==> src/rtl/rom_arbiter_pkg.sv <==
// rom_arbiter_pkg: shared types and constants for the ROM port arbiter.
//   state_t   - arbiter FSM states
//   grant_t   - identity of the requester served most recently
//   *_DEFAULT - default byte offsets of each CPU's ROM image in memory
package rom_arbiter_pkg;

  localparam int DATA_W = 16;
  localparam int ADDR_W = 24;

  localparam logic [ADDR_W-1:0] M68K_BASE_DEFAULT = 24'h000000;
  localparam logic [ADDR_W-1:0] Z80_BASE_DEFAULT  = 24'h040000;

  typedef enum logic [1:0] {
    IDLE     = 2'd0,
    BUSY_68K = 2'd1,
    BUSY_Z80 = 2'd2
  } state_t;

  typedef enum logic {
    GNT_68K = 1'b0,
    GNT_Z80 = 1'b1
  } grant_t;

endpackage

==> src/rtl/rom_port_buffer.sv <==
// rom_port_buffer: one-word fetch buffer for a single ROM requester.
//   clk, rst_n  - clock, asynchronous active-low reset
//   fill        - write fill_tag/fill_data and mark the entry valid
//   lookup_tag  - word address currently presented by the CPU
//   hit         - entry valid and its tag matches lookup_tag
//   data        - buffered word (0 after reset)
module rom_port_buffer
  import rom_arbiter_pkg::*;
#(
  parameter int TAG_W = 23
) (
  input  logic              clk,
  input  logic              rst_n,
  input  logic              fill,
  input  logic [TAG_W-1:0]  fill_tag,
  input  logic [DATA_W-1:0] fill_data,
  input  logic [TAG_W-1:0]  lookup_tag,
  output logic              hit,
  output logic [DATA_W-1:0] data
);

  logic              valid_r;
  logic [TAG_W-1:0]  tag_r;
  logic [DATA_W-1:0] data_r;

  // Buffer storage: written only when a fetch for this requester completes.
  always_ff @(posedge clk or negedge rst_n) begin
    if (!rst_n) begin
      valid_r <= 1'b0;
      tag_r   <= '0;
      data_r  <= '0;
    end else if (fill) begin
      valid_r <= 1'b1;
      tag_r   <= fill_tag;
      data_r  <= fill_data;
    end else begin
      valid_r <= valid_r;
      tag_r   <= tag_r;
      data_r  <= data_r;
    end
  end

  assign hit  = valid_r & (tag_r == lookup_tag);
  assign data = data_r;

endmodule

==> src/rtl/rom_arbiter.sv <==
// rom_arbiter: shares one SDRAM read port between the 68K program-ROM and
// the Z80 sound-ROM fetch paths, with a one-word buffer per requester.
//   clk_sys, reset_n            - clock, asynchronous active-low reset
//   m68k_rom_cs, m68k_a         - 68K select and word address
//   m68k_rom_dout, _dtack_n     - buffered word, low when the word is valid
//   z80_rom_cs, z80_addr        - Z80 select and byte address
//   z80_rom_dout, z80_wait_n    - buffered byte, low to stall the Z80
//   mem_req, mem_addr           - registered request, held until mem_ack
//   mem_ack, mem_data           - one-cycle acknowledge with read data
module rom_arbiter
  import rom_arbiter_pkg::*;
#(
  parameter logic [23:0] M68K_BASE = M68K_BASE_DEFAULT,
  parameter logic [23:0] Z80_BASE  = Z80_BASE_DEFAULT
) (
  input  logic        clk_sys,
  input  logic        reset_n,
  input  logic        m68k_rom_cs,
  input  logic [22:0] m68k_a,
  output logic [15:0] m68k_rom_dout,
  output logic        m68k_rom_dtack_n,
  input  logic        z80_rom_cs,
  input  logic [15:0] z80_addr,
  output logic [7:0]  z80_rom_dout,
  output logic        z80_wait_n,
  output logic        mem_req,
  output logic [23:0] mem_addr,
  input  logic        mem_ack,
  input  logic [15:0] mem_data
);

  state_t      state_r, state_nxt_s;
  grant_t      last_grant_r, last_grant_nxt_s;
  logic        mem_req_r, mem_req_nxt_s;
  logic [23:0] mem_addr_r, mem_addr_nxt_s;
  // Word tag of the fetch in flight; the Z80 uses only the low 15 bits.
  logic [22:0] req_tag_r, req_tag_nxt_s;
  logic        fill_68k_s, fill_z80_s;
  logic        hit_68k_s, hit_z80_s;
  logic        pend_68k_s, pend_z80_s;
  logic [15:0] data_68k_s, data_z80_s;

  rom_port_buffer #(.TAG_W(23)) u_buf_68k (
    .clk        (clk_sys),
    .rst_n      (reset_n),
    .fill       (fill_68k_s),
    .fill_tag   (req_tag_r),
    .fill_data  (mem_data),
    .lookup_tag (m68k_a),
    .hit        (hit_68k_s),
    .data       (data_68k_s)
  );

  rom_port_buffer #(.TAG_W(15)) u_buf_z80 (
    .clk        (clk_sys),
    .rst_n      (reset_n),
    .fill       (fill_z80_s),
    .fill_tag   (req_tag_r[14:0]),
    .fill_data  (mem_data),
    .lookup_tag (z80_addr[15:1]),
    .hit        (hit_z80_s),
    .data       (data_z80_s)
  );

  assign pend_68k_s = m68k_rom_cs & ~hit_68k_s;
  assign pend_z80_s = z80_rom_cs & ~hit_z80_s;

  assign m68k_rom_dtack_n = ~(m68k_rom_cs & hit_68k_s);
  assign z80_wait_n       = ~pend_z80_s;
  assign m68k_rom_dout    = data_68k_s;
  assign z80_rom_dout     = z80_addr[0] ? data_z80_s[15:8] : data_z80_s[7:0];
  assign mem_req          = mem_req_r;
  assign mem_addr         = mem_addr_r;

  // Arbiter state and registered memory-port outputs.
  always_ff @(posedge clk_sys or negedge reset_n) begin
    if (!reset_n) begin
      state_r      <= IDLE;
      last_grant_r <= GNT_Z80;
      mem_req_r    <= 1'b0;
      mem_addr_r   <= 24'h000000;
      req_tag_r    <= 23'h000000;
    end else begin
      state_r      <= state_nxt_s;
      last_grant_r <= last_grant_nxt_s;
      mem_req_r    <= mem_req_nxt_s;
      mem_addr_r   <= mem_addr_nxt_s;
      req_tag_r    <= req_tag_nxt_s;
    end
  end

  // Round-robin grant from IDLE; buffer fill and release on mem_ack.
  always_comb begin
    state_nxt_s      = state_r;
    last_grant_nxt_s = last_grant_r;
    mem_req_nxt_s    = mem_req_r;
    mem_addr_nxt_s   = mem_addr_r;
    req_tag_nxt_s    = req_tag_r;
    fill_68k_s       = 1'b0;
    fill_z80_s       = 1'b0;
    case (state_r)
      IDLE: begin
        // On a tie the 68K wins only if the Z80 was served last.
        if (pend_68k_s && (!pend_z80_s || (last_grant_r == GNT_Z80))) begin
          state_nxt_s    = BUSY_68K;
          mem_req_nxt_s  = 1'b1;
          mem_addr_nxt_s = M68K_BASE + {m68k_a, 1'b0};
          req_tag_nxt_s  = m68k_a;
        end else if (pend_z80_s) begin
          state_nxt_s    = BUSY_Z80;
          mem_req_nxt_s  = 1'b1;
          mem_addr_nxt_s = Z80_BASE + {8'h00, z80_addr[15:1], 1'b0};
          req_tag_nxt_s  = {8'h00, z80_addr[15:1]};
        end else begin
          state_nxt_s    = IDLE;
        end
      end
      BUSY_68K: begin
        if (mem_ack) begin
          fill_68k_s       = 1'b1;
          mem_req_nxt_s    = 1'b0;
          last_grant_nxt_s = GNT_68K;
          state_nxt_s      = IDLE;
        end else begin
          state_nxt_s      = BUSY_68K;
        end
      end
      BUSY_Z80: begin
        if (mem_ack) begin
          fill_z80_s       = 1'b1;
          mem_req_nxt_s    = 1'b0;
          last_grant_nxt_s = GNT_Z80;
          state_nxt_s      = IDLE;
        end else begin
          state_nxt_s      = BUSY_Z80;
        end
      end
      default: begin
        state_nxt_s   = IDLE;
        mem_req_nxt_s = 1'b0;
      end
    endcase
  end

endmodule

==> config.mk <==
export PLATFORM = sky130hd
export DESIGN_NAME = rom_arbiter
export DESIGN_NICKNAME = d
export VERILOG_FILES = /design/src/rtl/rom_arbiter_pkg.sv /design/src/rtl/rom_port_buffer.sv /design/src/rtl/rom_arbiter.sv
export SDC_FILE = /design/constraint.sdc
export NUM_CORES = 1
export LEC_CHECK = 0
export BUFFER_PORTS_ARGS = -buffer_cell sky130_fd_sc_hd__buf_2
export CORE_MARGIN = 2
export CORE_UTILIZATION = 40
export DETAILED_ROUTE_END_ITERATION = 7
export HOLD_SLACK_MARGIN = 0.1
export SLEW_MARGIN = 20
export SYNTH_ARGS = -nofsm -noshare
export SYNTH_HDL_FRONTEND = slang
export SYNTH_SLANG_ARGS = --single-unit
export TNS_END_PERCENT = 10
==> constraint.sdc <==
create_clock -name clk_sys -period 2.25 [get_ports clk_sys]
set_input_delay 0.3375 -clock clk_sys [delete_from_list [all_inputs] [get_ports clk_sys]]
set_output_delay 0.3375 -clock clk_sys [all_outputs]
set_load 0.05 [all_outputs]
Word-level counts from Yosys, hierarchy flattened
Cells that the tools add are included.
{"block": "word_totals", "inputBits": 60, "wordCells": 58, "output_inout_bits": 51, "ff_bits": 123}
{"block": "op_classes", "eq_ne": 8, "mux": 19, "n_addsub": 1, "reduce_logical": 10, "bitwise_logic": 9}
{"cell": "24-bit 2-to-1 mux", "count": 2}
{"cell": "23-bit 2-to-1 mux", "count": 2}
{"cell": "23-bit equality test", "count": 1}
{"cell": "19-bit by 16-bit adder with 20-bit output (first input constant)", "count": 1}
{"cell": "15-bit equality test", "count": 1}
{"cell": "1-bit 2-to-1 mux", "count": 8}
{"cell": "8-bit 2-to-1 mux", "count": 1}
{"cell": "2-bit 2-to-1 mux", "count": 3}
{"cell": "2-bit case mux with 3 select lines", "count": 1}
{"cell": "1-bit AND", "count": 5}
{"cell": "2-bit != test (second input constant)", "count": 2}
{"cell": "1-bit NOT", "count": 4}
{"cell": "1-bit case mux with 2 select lines", "count": 2}
{"cell": "2-bit AND reduction", "count": 2}
{"cell": "2-bit nonzero test", "count": 2}
{"cell": "3-bit != test (second input constant)", "count": 1}
{"cell": "3-bit AND reduction", "count": 1}
{"cell": "2-bit by 1-bit equality test with 1-bit output (second input constant)", "count": 1}
{"cell": "2-bit equality test (second input constant)", "count": 1}
{"cell": "2-bit zero test", "count": 1}
{"cell": "2-bit by 1-bit != test with 1-bit output (second input constant)", "count": 1}
{"cell": "2-bit OR reduction", "count": 1}
{"cell": "1-bit logical AND", "count": 1}
{"cell": "1-bit zero test", "count": 1}
{"cell": "1-bit logical OR", "count": 1}

Depth between registers and ports, before layout
Gate-level depths: netlist of run 1.
{"block": "logic_depth", "depth_word": 9, "mapped_depth": 8, "mapped_depth_nobuf": 6}

Cells and area by module
Synthesis of run 1 repeated with hierarchy kept, for this count alone.
{"block": "hier_totals", "cells_unflattened": 390, "area_unflattened_um2": 5101.1}
{"module": "rom_arbiter", "cells_per_inst": 187, "area_each_um2": 1874.3, "seq_area_each_um2": 701.9, "instances": 1}
{"module": "rom_port_buffer (u_buf_68k)", "cells_per_inst": 115, "area_each_um2": 1721.7, "seq_area_each_um2": 1001.0, "instances": 1}
{"module": "rom_port_buffer (u_buf_z80)", "cells_per_inst": 88, "area_each_um2": 1505.2, "seq_area_each_um2": 800.8, "instances": 1}

Least setup slack after synthesis of run 1
No wires, ideal clock.
{"block": "synth_timing", "kind": "register -> output", "from": "reg u_buf_z80.tag_r[6]", "to": "out z80_wait_n", "stages_incl_launch_ff": 6, "t_required_ps": 1913, "arrival_ps": 1648, "path_buffers": 0, "setup_slack_ps": 264, "path_cell_list": "dfrtp_1 -> xnor2_1 -> nand4_1 -> or4_1 -> and2_4 -> inv_1"}
{"block": "synth_via", "elab_chain_cells": 5}
{"item": "start: declaration", "line_no": "rom_port_buffer.sv:23", "rtl": "logic [TAG_W-1:0] tag_r;"}
{"item": "start signal: assignment", "line_no": "rom_port_buffer.sv:34", "rtl": "tag_r <= fill_tag;"}
{"item": "start signal: assignment", "line_no": "rom_port_buffer.sv:38", "rtl": "tag_r <= tag_r;"}
{"item": "15-bit equality test", "line_no": "rom_port_buffer.sv:43", "rtl": "assign hit = valid_r & (tag_r == lookup_tag);"}
{"item": "1-bit AND", "line_no": "rom_port_buffer.sv:43"}
{"item": "1-bit NOT", "line_no": "rom_arbiter.sv:66", "rtl": "assign pend_z80_s = z80_rom_cs & ~hit_z80_s;"}
{"item": "1-bit AND", "line_no": "rom_arbiter.sv:66"}
{"item": "1-bit NOT", "line_no": "rom_arbiter.sv:69", "rtl": "assign z80_wait_n = ~pend_z80_s;"}
{"item": "end: declaration", "line_no": "rom_arbiter.sv:25", "rtl": "output logic z80_wait_n,"}
Every way passes these cells.

Worst setup path in the final report of run 1
{"block": "layout_timing", "from": "reg u_buf_z80.tag_r[0]", "to": "out z80_wait_n"}
Same word-level chain as after synthesis.

==> results.md, run 1 <==
Run status:
- The run finished, with violations left.
- The final reports fail on negative setup slack.

Critical path:
- The biggest fanout along the worst timing path is 2.
- The critical path endpoint category is a primary output.
- The endpoint arrival time on the critical path is 1.97 ns.
- The delay of the slowest critical-path stage is 0.57 ns.
- The buffer and inverter count on the worst path is 2.
- The launch point of the worst reg-to-reg path is u_buf_z80.tag_r[0].
- STA classifies the critical path startpoint as a flop.
- At the worst endpoint, the required time is 1.91 ns.
- The register-to-register path setup slack is 0.11 ns.
- Measured in cells, the most critical reg-to-reg path has a length of 8.
- The slowest stage of the critical path is the or4_4 cell.
- The type of the worst setup path is flop to primary output.
- Walking the worst path, the cells encountered are xnor2_2 -> nand4_1 -> or4_4 -> and2_4 -> inv_2 -> buf_8.
- In this run the critical register-to-register path is captured at req_tag_r[1].
- The dominant delay contributor by cell family on the critical path is simple AND/OR/NAND/NOR gates.

Yosys:
- After synthesis the cells add up to 0.00461 mm^2.
- After technology mapping, the gate count stands at 402.
- The synthesis warning total is 0.
- Summing the sequential cell areas from Yosys gives 54.3% of the chip area.
- The number of distinct library cells after synthesis is 32.
- The post-synthesis sequential element count is 100.
- The synthesized netlist net count is 466.
- Each instance of the synthesized netlist takes up on average 11.5 um^2.

Layout:
- 0 antenna diodes ended up in the layout.
- After filler insertion, the fill cell instance count of the layout stands at 1030.
- The area growth from synthesis to layout is 23.2%.
- The finished cells cover 0.00568 mm^2.
- The number of nets in the final layout is 567.
- Of the cells placed in the final design, the portion with a size suffix greater than 1 is 42.0%.

Global routing:
- Entering global routing, the biggest net connects 53 pins.
- The total grt overflow is 0.
- The via count of the first global-routing pass is 3311.
- The wire length of the first global-routing pass is 17200 um.
- For this run, the total global-route usage over all layers was measured as 17.7%.
- The initial antenna violation count is 1.

Routing:
- Dividing the detail-routed wire length by the instance count gives 16.4 um.
- Using the TritonRoute via totals, the vias-per-cell ratio works out to 5.01.
- For this run, the detailed router's first-pass iteration total came to 7.
- The DRC violation count after routing is 0.
- After the first detailed-routing iteration, the DRC count stood at 202.
- The count of nets left with antenna violations after detail routing is 0.
- The final route contains 3255 vias.
- For this block, the routed nets add up to 10700 um of wire.

Pwr:
- Power spread over the standard cell area amounts to 1610 mW/mm^2.
- The worst IR drop on VDD is 0.000965 V.
- The leakage power is 2.81 nW.
- Power comes to 0.00912 W.

Place:
- The weighted congestion reported at the end of routability-driven placement is 0.774.
- In this run the tool buffered the top-level ports with 109 buffer cells.
- The half-perimeter wire length after detailed placement is 7750 um.
- The placed instances occupy a cell area of 0.00522 mm^2.

Die:
- The floorplan has 39 rows.
- The initial utilization of the core area, before any placement, comes to 40.7%.
- The area of the core is 0.0113 mm^2.
- The die area is 0.0124 mm^2.
- The count of pins on the block boundary is 111.
- The die extent in y is 111 um.
- The die is 111 um wide.

CTS:
- The H-tree was split into 3 levels.
- The tree is rooted in a clkbuf_16.
- The clock transition at the registers of the reported paths is 0.07 ns.
- The number of clock buffers inserted by TritonCTS is 9.
- Counting along the longest clock path gives a buffer depth of 2.
- TritonCTS built the clock tree.
- Counting every sink on the clock net gives 100.
- The later pin in the worst-skew pair is clocked with a latency of 0.34 ns.

Timing:
- For this run, the top clock speed supported by timing is 434 MHz.
- Counting I/O delays and the setup requirement, the final critical path takes 2.30 ns.
- Setup repair after global routing could not meet its margin everywhere.
- The final worst-path setup slack is -0.0535 ns.
- The number of slew-limit violations in the final report is 0.
- Setup violations remaining at the end of the flow were counted as 1.
- The number of hold-slack violations in the final timing report is 0.
- The worst clock skew is 0.00949 ns.
- The share of the clock period used by the worst path is 102%.

Hold path:
- For hold timing, the worst endpoint is u_buf_68k.data[0].
- The worst hold path passes through 2 cells.
- The worst hold path begins at mem_data[0].
- The tightest min-delay check is of the input pin to flop type.

Job:
- The number of max-cap violations is 0.
## worst max path at each step
stage,endpoint,slack (ns),depth (start not counted),start
2_1_floorplan,z80_wait_n,0.26,5,u_buf_z80.tag_r[6]
3_3_place_gp,z80_wait_n,0.01,7,z80_addr[1]
3_5_place_dp,z80_wait_n,0.02,7,z80_addr[7]
4_1_cts,z80_wait_n,-0.07,6,u_buf_z80.tag_r[13]
5_1_grt,z80_wait_n,-0.13,6,u_buf_z80.tag_r[13]
6_report,z80_wait_n,-0.05,6,u_buf_z80.tag_r[0]
## metal layers
metal,GRT usage [%],part of all wire (%)
met5,0,0.10
met3,6.51,7.9
met4,4.44,0.82
met2,28.1,47
met1,23.3,44
## registers in the layout, indices dropped and copies added (netlist names)
signal             count
u_buf_z80.tag_r       15
u_buf_z80.valid_r      1
u_buf_68k.tag_r       23
u_buf_z80.data        16
req_tag_r             22
last_grant_r           1
u_buf_68k.valid_r      1
state_r                2
u_buf_68k.data        16
mem_req                1
mem_addr               2
## cells in the mapped netlist
cell,instances,area [um^2]
a222oi_1,15,150
nand2b_1,3,18.8
mux2i_1,1,10.0
buf_2,2,10.0
nor4_2,1,12.5
clkbuf_1,12,45.0
a21boi_2,1,11.3
buf_6,3,33.8
o21ai_0,30,150
ha_1,4,50.1
conb_1,1,3.75
and2_4,1,8.76
nand4_1,10,62.6
nand3_1,3,15.0
a21oi_1,2,10.0
nand3b_1,1,7.51
a22o_1,8,70.1
dfrtp_1,99,2480
inv_1,50,188
xnor2_1,38,333
nand2_1,34,128
dfstp_2,1,26.3
a22oi_1,1,7.51
nor2_1,2,7.51
and3_1,1,6.26
o21ba_2,1,10.0
or4_1,1,7.51
o21ai_2,1,8.76
nor2b_1,2,12.5
buf_4,24,180
mux2_2,48,541
nor3_1,1,5.00
## logic make-up after synthesis
logic type,after synthesis,share of synthesized area [%]
AO/OA/AOI/OAI,59,9.07
XOR/XNOR,38,7.22
adder cells (fa/ha/maj),4,1.09
buffers and inverters,91,9.91
flip-flops,100,54.3
multiplexers,49,12.0
other,1,0.0814
AND/OR/NAND/NOR,60,6.33
## placed cells by master (no fill, tap or decap), drive strengths merged
| master | Yosys | final |
|---|---|---|
| mux2 | 48 | 48 |
| dlygate4sd3 | 0 | 1 |
| conb | 1 | 1 |
| dfrtp | 99 | 99 |
| xnor2 | 38 | 38 |
| nor2 | 2 | 2 |
| a21boi | 1 | 1 |
| a22o | 8 | 8 |
| buf | 29 | 130 |
| o21ba | 1 | 1 |
| nand3 | 3 | 3 |
| mux2i | 1 | 1 |
| a21oi | 2 | 2 |
| nor2b | 2 | 2 |
| or4 | 1 | 1 |
| nand2 | 34 | 34 |
| and3 | 1 | 1 |
| nand4 | 10 | 10 |
| clkbuf | 12 | 12 |
| o21ai | 31 | 31 |
| nand3b | 1 | 1 |
| dfstp | 1 | 1 |
| a22oi | 1 | 1 |
| clkinv | 0 | 1 |
| ha | 4 | 4 |
| nand2b | 3 | 3 |
| a222oi | 15 | 15 |
| nor3 | 1 | 1 |
| clkinvlp | 0 | 1 |
| inv | 50 | 51 |
| and2 | 1 | 1 |
| nor4 | 1 | 1 |
## metrics by stage
step / setup WS [ns] / setup TNS [ns] / util [%] / hold slack, ns / cells
floorplan: 0.264 / 0 / - / 0.0419 / 402
global placement: 0.0108 / 0 / 46.1 / 0.301 / 630
detailed placement: 0.0180 / 0 / 46.1 / 0.309 / 630
CTS: -0.0690 / -0.120 / 49.3 / 0.236 / 648
global route: -0.135 / -0.410 / 50.1 / 0.232 / 650
finish: -0.0535 / -0.0535 / 50.1 / 0.245 / 650
## timing repair
action	4_1_cts	5_1_grt
pin swaps	8	10
endpoints found under the setup margin	2	27
buffers inserted	2	2
endpoints found under the hold margin	27	0
hold buffers	1	0
resized for setup	12	15
## final cells by class
class,instances,area [um^2],share of cell area [%]
flip-flops and latches,100,2500,44.1
inverters,50,188,3.31
clock buffers,12,256,4.52
well taps,143,179,3.15
repair buffers,131,779,13.7
multi-input cells,211,1750,30.8
clock inverters,3,21.3,0.375
## power by group
part | switching, W | leakage, nW | internal [W] | total, W
clock network | 0.000658 | 0.135 | 0.000807 | 0.00147
registers | 0.000548 | 1.20 | 0.00269 | 0.00324
logic | 0.00284 | 1.47 | 0.00157 | 0.00441
total | 0.00404 | 2.81 | 0.00507 | 0.00912
Power figures use the tool's default switching activity.
==> run 2: changes to the inputs <==
- SYNTH_HIERARCHICAL: not set -> 1
==> results.md, run 2 <==
Run status:
- The flow ran to the end, but the final reports show violations.
- The final reports fail on negative setup slack.

Die:
- The die extent in y is 117 um (+5.0%).
- The area of the core is 0.0125 mm^2 (+11%).
- The die area is 0.0137 mm^2 (+10%).
- The site row count is 41 (+5.1%).
- The initial cell density of the core was 40.8% (+0.060 points).
- The count of pins on the block boundary is 111 (unchanged).
- The horizontal die dimension is 117 um (+5.0%).

Timing:
- The worst clock skew came to 0.0100 ns (+0.000544 ns).
- The count of final setup violators is 2 (+1).
- Setup repair after global routing could not meet its margin everywhere.
- The slew at the pin closest to its max-slew limit is 0.539 ns.
- The maximum operating frequency came to 437 MHz (+0.69%).
- The share of the clock period used by the worst path was 102% (-0.70 points).
- The final critical delay including setup and external delays was 2.29 ns (-0.0158 ns).
- The final hold slack is 0.235 ns (-0.0102 ns).
- The accumulated negative setup slack is -0.0458 ns (+0.00772 ns).
- The number of slew-limit violations in the final report is 0 (unchanged).
- The relative slew slack is 63.9%.
- The final worst-path setup slack was -0.0377 ns (+0.0158 ns).
- The number of hold-slack violations in the final timing report is 0 (unchanged).

Layout:
- The register name with the most flops is u_buf_68k/tag_r.
- The filler cell count was 1156 (+12%).
- The number of flip-flops in the largest register was 23 (unchanged).
- The library cell used most frequently in the layout, excluding fill and tap cells, is buf_2.
- The number of nets in the final layout came to 557 (-1.8%).
- The area of combinational cells with multiple inputs is 0.00227 mm^2 (+30%).
- In the layout the commonest cells are 106 x buf_2, 99 x dfrtp_1, 49 x mux2_2.
- The share of cells above drive strength 1 is 52.0% (+10 points).
- The area taken by flip-flops and latches is 0.00250 mm^2 (unchanged).
- In the final layout, the registers with the most flip-flops are u_buf_68k/tag_r (23), req_tag_r (22).
- Relative to the synthesized area, the layout overhead comes to 21.5%.

Routing:
- The total length of routed wires is 11600 um (+8.9%).
- The via count came to 3269 (+0.43%).
- The first-pass iteration count of the detailed router came to 5 (-2).
- The detailed-route wire length per cell is 17.3 um (+5.5%).
- The count of nets left with antenna violations after detail routing was 0 (unchanged).
- The violation count after the first detailed-routing iteration is 134 (-34%).
- The DRC violation count after routing is 0 (unchanged).
- The via-per-instance ratio is 4.87 (-2.7%).

Pwr:
- The share of total power consumed by net switching is 42.4% (-1.9 points).
- The worst IR drop on VDD is 0.000644 V (-33%).
- The switching power was 0.00408 W (+0.79%).
- The relative contribution of the clock network to total power is 17.2% (+1.1 points).
- The power per standard cell area came to 1550 mW/mm^2 (-3.5%).
- The cell-internal power was 0.00553 W (+9.0%).
- The sequential share of power is 34.3% (-1.2 points).
- The relative contribution of combinational cells to total power is 48.5% (about the same).
- The leakage power is 2.90 nW (+3.3%).

Yosys:
- The leading register cell type out of synthesis is dfrtp_1.
- The synthesized netlist net count was 454 (-2.6%).
- The largest total area in the synthesized netlist belongs to dfrtp_1.
- The gate count of the mapped netlist is 390 (-3.0%).
- The post-synthesis sequential element count is 100 (unchanged).
- The sequential area share after synthesis was 49.1% (-5.3 points).
- The area of the mapped netlist is 0.00510 mm^2 (+11%).
- The most repeated cell in the gate-level netlist after synthesis is dfrtp_1.
- The number of distinct library cells after synthesis is 38 (+19%).
- The portion of synthesized cell area occupied by the leading cell type is 48.6% (-5.2 points).
- The synthesis warning total is 6 (+6).
- The number of synthesized flops with an enable pin came to 0 (unchanged).
- By count the netlist is led by 99 x dfrtp_1, 49 x mux2_2, 29 x mux2_4.
- The mean cell area of the mapped netlist is 13.1 um^2 (+14%).
- The share of synthesized registers carrying an async set or reset was 100% (unchanged).
- By area the synthesized netlist is led by dfrtp_1 49%, mux2_2 11%, mux2_4 8.5%, xnor2_1 3.8%, buf_4 3.4%.

Hold path:
- The min-delay analysis places its worst path in the category input pin to flop.

Critical path:
- The cell type of the slowest stage on the worst timing path is dfrtp_1.
- The biggest fanout along the worst timing path came to 2 (unchanged).
- The register-to-register path setup slack is -0.01 ns (-0.12 ns).
- The kind of launch point of the worst setup path is a flop.
- The endpoint arrival time on the critical path is 1.95 ns (-0.02 ns).
- The critical path endpoint category is a primary output.
- The worst endpoint required time came to 1.91 ns (about the same).
- The delay of the slowest critical-path stage came to 0.39 ns (-0.18 ns).
- The critical path goes through xor2_1 -> nor4_2 -> nand4_1 -> nor3_2 -> buf_4 -> nand2_2 -> buf_6.
- The type of the worst setup path is flop to primary output.

CTS:
- The insertion delay to the later sink of the worst-skew pair is 0.35 ns (about the same).
- The clock transition at the registers of the reported paths is 0.07 ns (about the same).
- The deepest level of the CTS H-tree is 3 (unchanged).
- The clock tree buffer depth is 2 (unchanged).
- The tree is rooted in a clkbuf_16.
- The number of clock buffers inserted by TritonCTS is 9 (unchanged).
- The sink count of the clock tree is 100 (unchanged).
- The CTS tree is built.

Global routing:
- The combined global-route utilization of all metal layers is 17.9% (+0.22 points).
- The total grt overflow is 0 (unchanged).
- The wire length of the first global-routing pass came to 18400 um (+6.8%).
- The initial antenna violation count is 1 (unchanged).
- The pin count of the biggest net entering global routing is 49 (-7.5%).
- The via count of the first global-routing pass is 3378 (+2.0%).

Place:
- The weighted congestion reported at the end of routability-driven placement came to 0.770 (-0.41%).
- The half-perimeter wire length after detailed placement came to 8610 um (+11%).
- The number of buffer cells added on primary ports came to 109 (unchanged).

Job:
- The number of max-cap violations was 0 (unchanged).
## run 2: cell types whose count changed after synthesis, sizes merged, moves of 10 or more
cell	previous run	this run
mux2	48	78
a221oi	0	15
inv	50	21
nand2	34	2
buf	29	39
and3b	0	15
a222oi	15	0
xor2	0	16
a22oi	1	15
o21ai	31	18
xnor2	38	22
## run 2: logic make-up after synthesis
| logic type | share of synthesized area (%) |
|---|---|
| flops | 49.1 |
| mux | 19.4 |
| buf+inv | 7.97 |
| compound gates | 9.69 |
| simple gates | 6.33 |
| xor+xnor | 6.52 |
| fa+ha+maj | 0.981 |
| other cells | 0.0735 |
## run 2: power groups by stage
| stage | sequential [W] | clock (W) | combinational (W) |
|---|---|---|---|
| finish | 0.00330 | 0.00165 | 0.00466 |
| global route | 0.00342 | 0.00180 | 0.00497 |
| CTS | 0.00331 | 0.00171 | 0.00469 |
| detailed placement | 0.00332 | 0 | 0.00461 |
| global placement | 0.00329 | 0 | 0.00456 |
| floorplan | 0.00371 | 0 | 0.00332 |
## run 2: final timing paths
| path | endpoint | depth (start not counted) | from |
|---|---|---|---|
| worst max-delay path | m68k_rom_dtack_n | 7 | u_buf_68k/tag_r[22] |
| worst min-delay path | u_buf_z80/data[5] | 2 | mem_data[5] |
| worst max register to register | req_tag_r[14] | 9 | u_buf_68k/tag_r[22] |
| worst min register to register | u_buf_z80/valid_r | 1 | u_buf_z80/valid_r |
| max in group asynchronous | last_grant_r | 3 | reset_n |
| min in group asynchronous | u_buf_z80/data[1] | 2 | reset_n |
## run 2: cell type report
type                       instances  share of cell area [%]
antenna                            1                  0.0404
clock buffer                      11                    3.92
clock inverter                     5                    1.21
inverter                          21                    1.27
multi-input combinational        225                    36.6
sequential                       100                    40.4
tap                              172                    3.47
timing repair buffer             136                    13.1
## run 2: repair_timing
action,4_1_cts,5_1_grt
resized for setup,15,5
pin swaps,6,12
hold buffers,1,0
setup buffers,2,0
hold endpoints to repair,25,0
endpoints found under the setup margin,17,27
## run 2: metal layers
| metal | GRT usage, % | wire, um | vias to the layer above |
|---|---|---|---|
| li1 | - | - | 1570 |
| met2 | 28.4 | 5390 | 85 |
| met1 | 24.5 | 5470 | 1606 |
| met3 | 5.72 | 658 | 8 |
| met5 | 0 | 0 | - |
| met4 | 3.53 | 88 | 0 |
## run 2: worst max-delay path: cells and delay by family (launching register included)
family                 cells  cell delay (ns)
buffers and inverters      2             0.31
AND/OR/NAND/NOR            4             0.74
XOR/XNOR                   1             0.16
flip-flops                 1             0.39
## run 2: metrics by stage
stage / std cells / utilization (%) / power, W / instance area [um^2] / setup WS (ns)
2_1_floorplan: 390 / - / 0.00703 / 5100 / 0.212
3_3_place_gp: 651 / 46.0 / 0.00786 / 5760 / -0.108
3_5_place_dp: 651 / 46.0 / 0.00793 / 5760 / -0.139
4_1_cts: 670 / 49.3 / 0.00970 / 6180 / -0.118
5_1_grt: 670 / 49.5 / 0.0102 / 6200 / -0.128
6_report: 671 / 49.5 / 0.00961 / 6200 / -0.0377
==> run 3: changes to the inputs <==
--- a/config.mk
+++ b/config.mk
@@ -7,3 +7,3 @@
 export LEC_CHECK = 0
-export BUFFER_PORTS_ARGS = -buffer_cell sky130_fd_sc_hd__buf_2
+export BUFFER_PORTS_ARGS = -buffer_cell sky130_fd_sc_hd__clkbuf_2
 export CORE_MARGIN = 2
@@ -11,3 +11,3 @@
 export DETAILED_ROUTE_END_ITERATION = 7
-export HOLD_SLACK_MARGIN = 0.1
+export HOLD_SLACK_MARGIN = 0.05
 export SLEW_MARGIN = 20
--- a/constraint.sdc
+++ b/constraint.sdc
@@ -3,2 +3,2 @@
 set_output_delay 0.3375 -clock clk_sys [all_outputs]
-set_load 0.05 [all_outputs]
+set_load 0.02 [all_outputs]
==> results.md, run 3 (synthesized netlist as in run 2, its figures left out) <==
Critical path:
- The worst-case reg-to-reg path depth is 10 (+1).
- The delay of the slowest critical-path stage is 0.39 ns (about the same).
- The dominant delay contributor by cell family on the critical path is simple AND/OR/NAND/NOR gates.
- The biggest fanout along the worst timing path is 3 (+1).
- The worst endpoint required time was 1.91 ns (about the same).
- The worst register-to-register path ends at req_tag_r[3].
- The launch point of the worst reg-to-reg path is u_buf_68k/tag_r[5].
- The buffer and inverter count on the worst path is 2 (unchanged).
- The signal on the critical path passes through xor2_1 -> nor4_2 -> nand4_1 -> nor3_2 -> buf_6 -> nand2_2 -> buf_6.
- Among all stages on the critical path, the largest delay is contributed by dfrtp_1.
- The critical path in this run is classified as flop to primary output.
- The register-to-register path setup slack is 0 ns (about the same).
- The endpoint arrival time on the critical path came to 1.96 ns (about the same).
- The critical path endpoint category is a primary output.
- In this design, the critical path's most frequently occurring cell is buf_6.
- The cell count along the critical path is 7 (unchanged).
- The kind of launch point of the worst setup path is a flop.

Timing:
- The worst clock skew is 0.00555 ns (-0.00448 ns).
- The slew at the pin closest to its max-slew limit is 0.551 ns (+0.0126 ns).
- The accumulated negative setup slack came to -0.0525 ns (-0.00675 ns).
- The number of hold-slack violations in the final timing report came to 0 (unchanged).
- The final worst-path setup slack is -0.0462 ns (-0.00852 ns).
- The final hold slack was 0.228 ns (-0.00624 ns).
- The count of final setup violators came to 2 (unchanged).
- The number of slew-limit violations in the final report is 0 (unchanged).
- Setup repair after global routing could not meet its margin everywhere.
- The final critical delay including setup and external delays is 2.30 ns (+0.00852 ns).
- The share of the clock period used by the worst path came to 102% (+0.38 points).
- The maximum operating frequency came to 436 MHz (-0.37%).
- The relative slew slack came to 63.1% (-0.84 points).

Routing:
- The DRC violation count after routing is 0 (unchanged).
- The via-per-instance ratio is 5.04 (+3.4%).
- The via count is 3356 (+2.7%).
- The violation count after the first detailed-routing iteration came to 189 (+41%).
- The total length of routed wires is 12100 um (+4.0%).
- The detailed-route wire length per cell was 18.1 um (+4.8%).
- The first-pass iteration count of the detailed router is 4 (-1).
- The count of nets left with antenna violations after detail routing is 0 (unchanged).

Global routing:
- The pin count of the biggest net entering global routing is 49 (unchanged).
- The via count of the first global-routing pass is 3515 (+4.1%).
- The wire length of the first global-routing pass is 18700 um (+1.9%).
- The total grt overflow is 0 (unchanged).
- The combined global-route utilization of all metal layers came to 18.4% (+0.46 points).
- The initial antenna violation count is 0 (-1).

Pwr:
- The power per standard cell area is 1430 mW/mm^2 (-7.9%).
- The share of total power consumed by net switching is 35.8% (-6.6 points).
- The sequential share of power is 37.2% (+2.9 points).
- The switching power is 0.00319 W (-22%).
- The leakage power is 2.92 nW (+0.78%).
- The cell-internal power is 0.00572 W (+3.4%).
- The relative contribution of the clock network to total power is 21.1% (+3.9 points).
- The relative contribution of combinational cells to total power was 41.6% (-6.9 points).
- The worst IR drop on VDD is 0.000659 V (+2.3%).

CTS:
- The insertion delay to the later sink of the worst-skew pair is 0.35 ns (about the same).
- The tree is rooted in a clkbuf_16.
- The clock tree buffer depth is 2 (unchanged).
- The clock transition at the registers of the reported paths is 0.07 ns (about the same).
- TritonCTS built the clock tree.
- The number of clock buffers inserted by TritonCTS is 9 (unchanged).
- The deepest level of the CTS H-tree is 3 (unchanged).
- The sink count of the clock tree came to 100 (unchanged).

Layout:
- The diode insertion count for antenna repair is 0 (-1).
- The most common cell after layout, fill and taps aside is clkbuf_2.
- The number of flip-flops in the largest register is 23 (unchanged).
- The top cell types in the final layout, fill and taps aside, are 106 x clkbuf_2, 99 x dfrtp_1, 49 x mux2_2.
- The register name with the most flops is u_buf_68k/tag_r.
- The synthesis-to-finish area growth is 22.3%.
- In the final layout, the registers with the most flip-flops are u_buf_68k/tag_r (23), req_tag_r (22).
- The final standard cell count with taps included and fillers excluded is 666 (-0.75%).
- The core occupancy in the finished layout is 49.9% (+0.33 points).
- The number of nets in the final layout was 554 (-0.54%).
- The final instance area is 0.00624 mm^2 (+0.67%).
- The share of cells above drive strength 1 is 52.0% (about the same).

Run status:
- The final reports fail on negative setup slack.
- The flow ran to the end, but the final reports show violations.

Die:
- The site row count is 41 (unchanged).
- The die extent in y is 117 um (unchanged).
- The die area is 0.0137 mm^2 (unchanged).
- The initial cell density of the core came to 40.8% (unchanged).
- The horizontal die dimension came to 117 um (unchanged).
- The count of pins on the block boundary came to 111 (unchanged).
- The area of the core was 0.0125 mm^2 (unchanged).

Place:
- The instance area at placement came to 0.00575 mm^2 (about the same).
- The number of cells after detailed placement was 647 (-0.61%).
- The weighted congestion reported at the end of routability-driven placement came to 0.796 (+3.3%).
- The half-perimeter wire length after detailed placement is 8530 um (-0.90%).
- The number of buffer cells added on primary ports is 109 (unchanged).

Hold path:
- The path with the worst hold slack has its endpoint at req_tag_r[15].
- In this run the most critical hold path is launched from m68k_a[15].
- The worst hold-check path type is input pin to flop.
- The worst hold path depth came to 2 (unchanged).

Job:
- The number of max-cap violations is 0 (unchanged).
[run 3: worst max-delay path by stage]
stage                                    from                to  slack, ns
after floorplan           u_buf_68k/tag_r[22]     req_tag_r[10]       0.25
after global routing       u_buf_68k/tag_r[8]  m68k_rom_dtack_n      -0.18
after global placement             m68k_a[17]      req_tag_r[0]      -0.19
final                      u_buf_68k/tag_r[5]  m68k_rom_dtack_n      -0.05
after CTS                  u_buf_68k/tag_r[5]  m68k_rom_dtack_n      -0.15
after detailed placement           m68k_a[22]      req_tag_r[0]      -0.22
[run 3: cell type report]
type	count	area, um^2
clock buffer	9	225
clock inverter	6	136
fill	1184	6280
inverter	21	78.8
multi-input combinational	225	2270
sequential	100	2500
tap	172	215
timing repair buffer	133	810
[run 3: power by group through the flow]
stage               combinational [W]  sequential (W)  clock [W]
floorplan                     0.00271         0.00334          0
global placement              0.00359         0.00330          0
detailed placement            0.00363         0.00333          0
CTS                           0.00371         0.00331    0.00193
global route                  0.00402         0.00343    0.00199
finish                        0.00371         0.00332    0.00188
[run 3: stage by stage]
stage	power, W	setup WS, ns
6_report	0.00891	-0.0462
5_1_grt	0.00944	-0.183
4_1_cts	0.00895	-0.152
3_5_place_dp	0.00697	-0.221
3_3_place_gp	0.00690	-0.188
2_1_floorplan	0.00605	0.250
[run 3: what timing repair did]
item                       CTS  global route
pin swaps                    3            10
setup buffers                3             0
hold endpoints to repair    24             0
hold buffers                 1             0
resized for setup            9            11
setup endpoints to repair   27            29
[run 3: worst reg2reg max path, stage by stage (launching register included)]
cell	delay (ns)
dfrtp_1	0.39
xor2_1	0.16
nor4_2	0.38
nand4_1	0.17
nor3_2	0.19
buf_6	0.14
buf_4	0.13
nor2b_1	0.07
o21ai_2	0.21
buf_12	0.18
a22oi_1	0.10
[run 3: metal layers]
layer  vias up  track usage, %  share of wire, %  wire length, um
met5         -               0                 0                0
met1      1674            24.6                46             5560
li1       1565               -                 -                -
met2       102            28.9                46             5610
met4         0            6.35               1.9              231
met3        15            5.15               5.6              676
